==> config.mk <==
export PLATFORM = sky130hd
export DESIGN_NAME = bkram_sd_sequencer
export DESIGN_NICKNAME = d
export VERILOG_FILES = /design/src/rtl/bkram_sd_sequencer.sv
export SDC_FILE = /design/constraint.sdc
export NUM_CORES = 1
export LEC_CHECK = 0
export ABC_AREA = 1
export CORE_UTILIZATION = 55
export CTS_CLUSTER_SIZE = 24
export DETAILED_ROUTE_END_ITERATION = 8
export PLACE_DENSITY = 0.91
export SETUP_SLACK_MARGIN = 0.4
export SYNTH_ARGS = -nofsm -noshare
export SYNTH_HDL_FRONTEND = slang
export SYNTH_SLANG_ARGS = --single-unit
==> constraint.sdc <==
create_clock -name clk_sys -period 2.72 [get_ports clk_sys]
set_input_delay 0.544 -clock clk_sys [delete_from_list [all_inputs] [get_ports clk_sys]]
set_output_delay 0.544 -clock clk_sys [all_outputs]
set_load 0.05 [all_outputs]
==> src/rtl/bkram_sd_sequencer.sv <==
// bkram_sd_sequencer: sequences BRAM save/load sector transfers over the HPS SD
// interface and writes a formatted BRAM image through BRAM port B.
module bkram_sd_sequencer #(
    parameter int NSECT_LOG2 = 4,
    parameter int TO_BITS    = 24
) (
    input  logic                  clk_sys,
    input  logic                  reset_n,
    input  logic                  bk_ena,
    input  logic                  load_req,
    input  logic                  save_req,
    input  logic                  format_req,
    input  logic [1:0]            slot,
    input  logic                  sd_ack,
    output logic [31:0]           sd_lba,
    output logic                  sd_rd,
    output logic                  sd_wr,
    output logic                  port_sel,
    output logic [NSECT_LOG2+7:0] fmt_addr,
    output logic [15:0]           fmt_data,
    output logic                  fmt_we,
    output logic                  core_hold,
    output logic                  busy,
    output logic                  done,
    output logic                  err
);
    localparam int AW = NSECT_LOG2 + 8;

    typedef enum logic [1:0] {IDLE, REQ, XFER, FMT} state_t;

    state_t             state, state_d;
    logic [31:0]        lba_d;
    logic               rd_d, wr_d, ps_d, we_d, hold_d, busy_d, done_d, err_d;
    logic [AW-1:0]      addr_d, addr_nx;
    logic [15:0]        data_d;
    logic [TO_BITS-1:0] cnt, cnt_d, cnt_inc;
    logic               old_load, old_save, old_fmt, old_ack;
    logic               ld_ev, sv_ev, fm_ev, ack_rise, ack_fall;

    assign ld_ev    = load_req & ~old_load;
    assign sv_ev    = save_req & ~old_save;
    assign fm_ev    = format_req & ~old_fmt;
    assign ack_rise = sd_ack & ~old_ack;
    assign ack_fall = ~sd_ack & old_ack;
    assign cnt_inc  = cnt + TO_BITS'(1);
    assign addr_nx  = fmt_addr + AW'(1);

    // Header words of an empty BRAM image; everything past word 3 is zero.
    function automatic logic [15:0] fmt_word(input logic [AW-1:0] a);
        return a == AW'(0) ? 16'h5548 :
               a == AW'(1) ? 16'h4D42 :
               a == AW'(2) ? 16'h8800 :
               a == AW'(3) ? 16'h8010 : 16'h0000;
    endfunction

    always_ff @(posedge clk_sys or negedge reset_n) begin
        if (!reset_n) begin
            state     <= IDLE;
            sd_lba    <= '0;
            sd_rd     <= 1'b0;
            sd_wr     <= 1'b0;
            port_sel  <= 1'b1;
            fmt_addr  <= '0;
            fmt_data  <= '0;
            fmt_we    <= 1'b0;
            core_hold <= 1'b0;
            busy      <= 1'b0;
            done      <= 1'b0;
            err       <= 1'b0;
            cnt       <= '0;
            old_load  <= 1'b1;
            old_save  <= 1'b1;
            old_fmt   <= 1'b1;
            old_ack   <= 1'b1;
        end else begin
            state     <= state_d;
            sd_lba    <= lba_d;
            sd_rd     <= rd_d;
            sd_wr     <= wr_d;
            port_sel  <= ps_d;
            fmt_addr  <= addr_d;
            fmt_data  <= data_d;
            fmt_we    <= we_d;
            core_hold <= hold_d;
            busy      <= busy_d;
            done      <= done_d;
            err       <= err_d;
            cnt       <= cnt_d;
            old_load  <= load_req;
            old_save  <= save_req;
            old_fmt   <= format_req;
            old_ack   <= sd_ack;
        end
    end

    always_comb begin
        state_d = state;
        lba_d   = sd_lba;
        rd_d    = sd_rd;
        wr_d    = sd_wr;
        ps_d    = port_sel;
        addr_d  = fmt_addr;
        data_d  = fmt_data;
        we_d    = fmt_we;
        hold_d  = core_hold;
        busy_d  = busy;
        done_d  = 1'b0;
        err_d   = 1'b0;
        cnt_d   = cnt;
        case (state)
            IDLE: begin
                if (fm_ev) begin
                    addr_d  = '0;
                    data_d  = fmt_word('0);
                    we_d    = 1'b1;
                    ps_d    = 1'b0;
                    busy_d  = 1'b1;
                    state_d = FMT;
                end else if (bk_ena && (ld_ev || sv_ev)) begin
                    lba_d   = 32'({slot, {NSECT_LOG2{1'b0}}});
                    rd_d    = ld_ev;
                    wr_d    = ~ld_ev;
                    hold_d  = ld_ev;
                    busy_d  = 1'b1;
                    cnt_d   = '0;
                    state_d = REQ;
                end
            end
            REQ: begin
                if (ack_rise) begin
                    rd_d    = 1'b0;
                    wr_d    = 1'b0;
                    cnt_d   = '0;
                    state_d = XFER;
                end else if (&cnt_inc) begin
                    rd_d    = 1'b0;
                    wr_d    = 1'b0;
                    hold_d  = 1'b0;
                    busy_d  = 1'b0;
                    err_d   = 1'b1;
                    cnt_d   = '0;
                    state_d = IDLE;
                end else begin
                    cnt_d = cnt_inc;
                end
            end
            XFER: begin
                if (ack_fall && (&sd_lba[NSECT_LOG2-1:0])) begin
                    hold_d  = 1'b0;
                    busy_d  = 1'b0;
                    done_d  = 1'b1;
                    state_d = IDLE;
                end else if (ack_fall) begin
                    // core_hold doubles as the load/save direction of the running job
                    lba_d   = sd_lba + 32'd1;
                    rd_d    = core_hold;
                    wr_d    = ~core_hold;
                    state_d = REQ;
                end
            end
            FMT: begin
                if (&fmt_addr) begin
                    we_d    = 1'b0;
                    data_d  = '0;
                    ps_d    = 1'b1;
                    busy_d  = 1'b0;
                    done_d  = 1'b1;
                    state_d = IDLE;
                end else begin
                    addr_d = addr_nx;
                    data_d = fmt_word(addr_nx);
                end
            end
            default: state_d = IDLE;
        endcase
    end
endmodule

==> reports/results.tsv <==
stage	metric	value	unit
run_status	status	finished clean	
worst_setup_path	worst setup path class	reg -> reg	
logic_synthesis	Syn Std Cell Area	5440	um2
floorplan	core box area	9420	um2
grt	GRT Resource Usage Total	0.296	
floorplan	Die Footprint	10300	um2
floorplan	Die W	101	um
timing	Final TNS setup	0	ps
logic_synthesis	Mean Syn Cell Area	7.32	um2
placement	estimated wirelength of the detail-placed design	10500	um
cts	CTS tree	yes	
drt	DRT Wirelength	15200	um
logic_synthesis	synth warn	0	
finish	leading cell type in the layout, fill and taps excluded	nand2_1	
cts	Worst-Skew Late Latency	380	ps
power_and_ir_drop	final total power	4990	uW
logic_synthesis	EDFF count, synth	0	
finish	commonest cells after routing, fill and taps aside	nand2_1, inv_1, dfrtp_1	
worst_setup_path	CP startpoint kind	flip-flop	
cts	Reg clk slew, reported paths	110	ps
worst_setup_path	worst reg2reg endpoint	sd_rd	
drt	drt wl/cell	15.8	um
timing	max-slew violations	0	
logic_synthesis	Seq cells post-synth	88	
flow_run	maxcap violations	0	
power_and_ir_drop	VDD IR max	0.770	mV
worst_setup_path	Slowest-stage cell, CP	dfrtp_2	
logic_synthesis	Main synth FF type	dfrtp_1	
power_and_ir_drop	pwr dens	737	nW/um2
floorplan	Starting Density	0.578	
drt	Routed Antenna Nets	0	
timing	RSZ-0062 raised after global routing	true	
worst_setup_path	CP max FO	8	
hold_path	hold crit path type	in -> async	
worst_setup_path	Worst Path Buf+Inv	1	
cts	CTS Buf Count	9	
worst_setup_path	crit path capture type	flip-flop	
timing	minimum clock period	2360	ps
logic_synthesis	Yosys cell types	41	
timing	Final Hold Vio Count	0	
grt	grt ovf	0	
worst_setup_path	launch point of the worst reg-to-reg path	cnt[1]	
cts	clock tree sinks	88	
worst_setup_path	R2R setup slack	360	ps
worst_setup_path	Reg2Reg Depth	16	
worst_setup_path	CP required	2990	ps
placement	number of port buffers	70	
floorplan	Row Count	35	
timing	Final Cycle Share	0.866	
cts	Root Buffer	clkbuf_8	
worst_setup_path	CP arrival	2620	ps
drt	vias per cell	5.75	
power_and_ir_drop	LEAKAGE	0.00288	uW
finish	Antenna Cells	0	
drt	Iter 0 DRT Violations	382	
timing	Slew Limit Headroom	0.579	
timing	Final Skew	15.0	ps
timing	# setup viols final	0	
drt	drt pass-1 iters	5	
cts	Clock Path Buffers	2	
worst_setup_path	most used cell, CP	nand2_1	
placement	global placement routability congestion	0.926	
worst_setup_path	Largest delay share family, worst path	simple AND/OR/NAND/NOR gates	
grt	vias in the first global route	5196	
grt	initial antenna violation count	0	
drt	drt drc	0	
worst_setup_path	Cell Chain, Critical Path	ha_4 > inv_1 > nand2_1 > nand2_1 > nor2_1 > nand2_1 > nor2_2 > nand3_1 > nor2_2 > nand2_1 > nor2_2 > nand2_4 > nand3_4 > nand2_2 > nand2_1 > nand2_1	
timing	Slew @ Worst Pin	626	ps
logic_synthesis	ys async rst share	1.00	
finish	share of cells above drive strength 1	0.142	
cts	total number of H-tree levels	3	
finish	area grow syn2layout	24.4	%
finish	Nets	852	
drt	vias post-DR	5547	
floorplan	IO Pins	77	
logic_synthesis	Mapped Cells	744	
worst_setup_path	Crit path largest cell delay	460	ps
grt	first-pass GRT wire length	23700	um
logic_synthesis	register area share after synthesis	0.406	
grt	largest net degree at the start of global routing	44	
floorplan	chip height	101	um
timing	fmax	424	MHz
-- state kept, by name (all words and copies together) (netlist names), 2 cells and up --
signal	flops
fmt_data	6
fmt_addr	12
state	2
sd_lba	32
cnt	24
-- cells by family (layout without fill, tap and decap cells) --
kind of cell             count (synthesis)  count (layout)  synth area share
other                                    1               6          0.000689
buffers and inverters                  133             218             0.102
XOR/XNOR                                18              18            0.0290
adder cells (fa/ha/maj)                 12              12            0.0276
flip-flops                              88              88             0.406
AND/OR/NAND/NOR                        397             399             0.330
AO/OA/AOI/OAI                           95              95             0.105
-- worst register-to-register path, stage by stage, from the launching register on --
cell     delay [ps]
dfrtp_2         460
ha_4            190
inv_1            50
nand2_1          90
nand2_1          70
nor2_1          120
nand2_1          80
nor2_2          150
nand3_1         120
nor2_2          140
nand2_1          90
nor2_2          180
nand2_4         120
nand3_4         170
nand2_2          90
nand2_1          80
nand2_1          60
-- synthesized netlist by cell type, types with 4 or more instances --
library cell  instances  area share
clkbuf_1             11      0.0076
o21ai_0              25       0.023
xor2_1               15       0.024
nor3_1               16       0.015
nand3_1              60       0.055
nand4_1              30       0.034
nor2_1               76       0.052
dfstp_2               5       0.024
a21oi_1              16       0.015
nor2_2                7      0.0080
o22ai_1              25       0.029
buf_4                12       0.017
o31ai_1               8       0.011
o21ai_1               7      0.0064
nand2_2               6      0.0069
nor4_1                8      0.0092
ha_1                 12       0.028
inv_1               105       0.072
nand2_1             183        0.13
dfrtp_1              83        0.38
nor2_4                4      0.0083
-- area by class of cell --
type / instances / area (um2)
Fill cell: 704 / 2650
Sequential cell: 88 / 2220
Multi-Input combinational cell: 530 / 2910
Inverter: 108 / 405
Clock inverter: 7 / 62.6
Tap cell: 129 / 161
Timing Repair Buffer: 94 / 891
Clock buffer: 9 / 124
-- how the worst max path moves through the flow --
| stage | from | endpoint | slack, ps | cells past startpoint |
|---|---|---|---|---|
| global placement | load_req | sd_lba[15] | 100 | 10 |
| floorplan | sd_lba[0] | sd_lba[11] | 470 | 11 |
| global route | cnt[1] | sd_rd | 220 | 16 |
| finish | cnt[1] | sd_rd | 360 | 16 |
| CTS | cnt[1] | state[0] | 400 | 14 |
| detailed placement | load_req | sd_lba[15] | -40 | 10 |
-- metal layers --
metal / vias up / part of all wire / track usage
met2: 278 / 0.49 / 0.500
met5: - / 0 / 0
met3: 52 / 0.067 / 0.0559
li1: 2599 / - / -
met1: 2618 / 0.41 / 0.363
met4: 0 / 0.027 / 0.149
-- through the flow --
stage	worst slack, ps	std cells	hold slack (ps)	area, um2	utilization
2_1_floorplan	473	749	248	5460	-
3_3_place_gp	98.4	935	473	6270	0.666
3_5_place_dp	-38.6	935	471	6270	0.666
4_1_cts	402	954	170	6510	0.691
5_1_grt	225	965	197	6770	0.719
6_report	364	965	155	6770	0.719
-- repair_timing --
item / in CTS / in global routing
setup buffers: 1 / 11
resized for setup: 3 / 56
setup endpoints to repair: 34 / 69
cloned: 2 / 0
hold buffers: 0 / 0
pin swaps: 1 / 17
-- report_power, final --
group	internal, uW	switching (uW)	leakage (uW)
registers	1460	165	0.00118
logic	741	1710	0.00160
clock network	356	560	0.0000984
(Power assumes the default switching activity.)
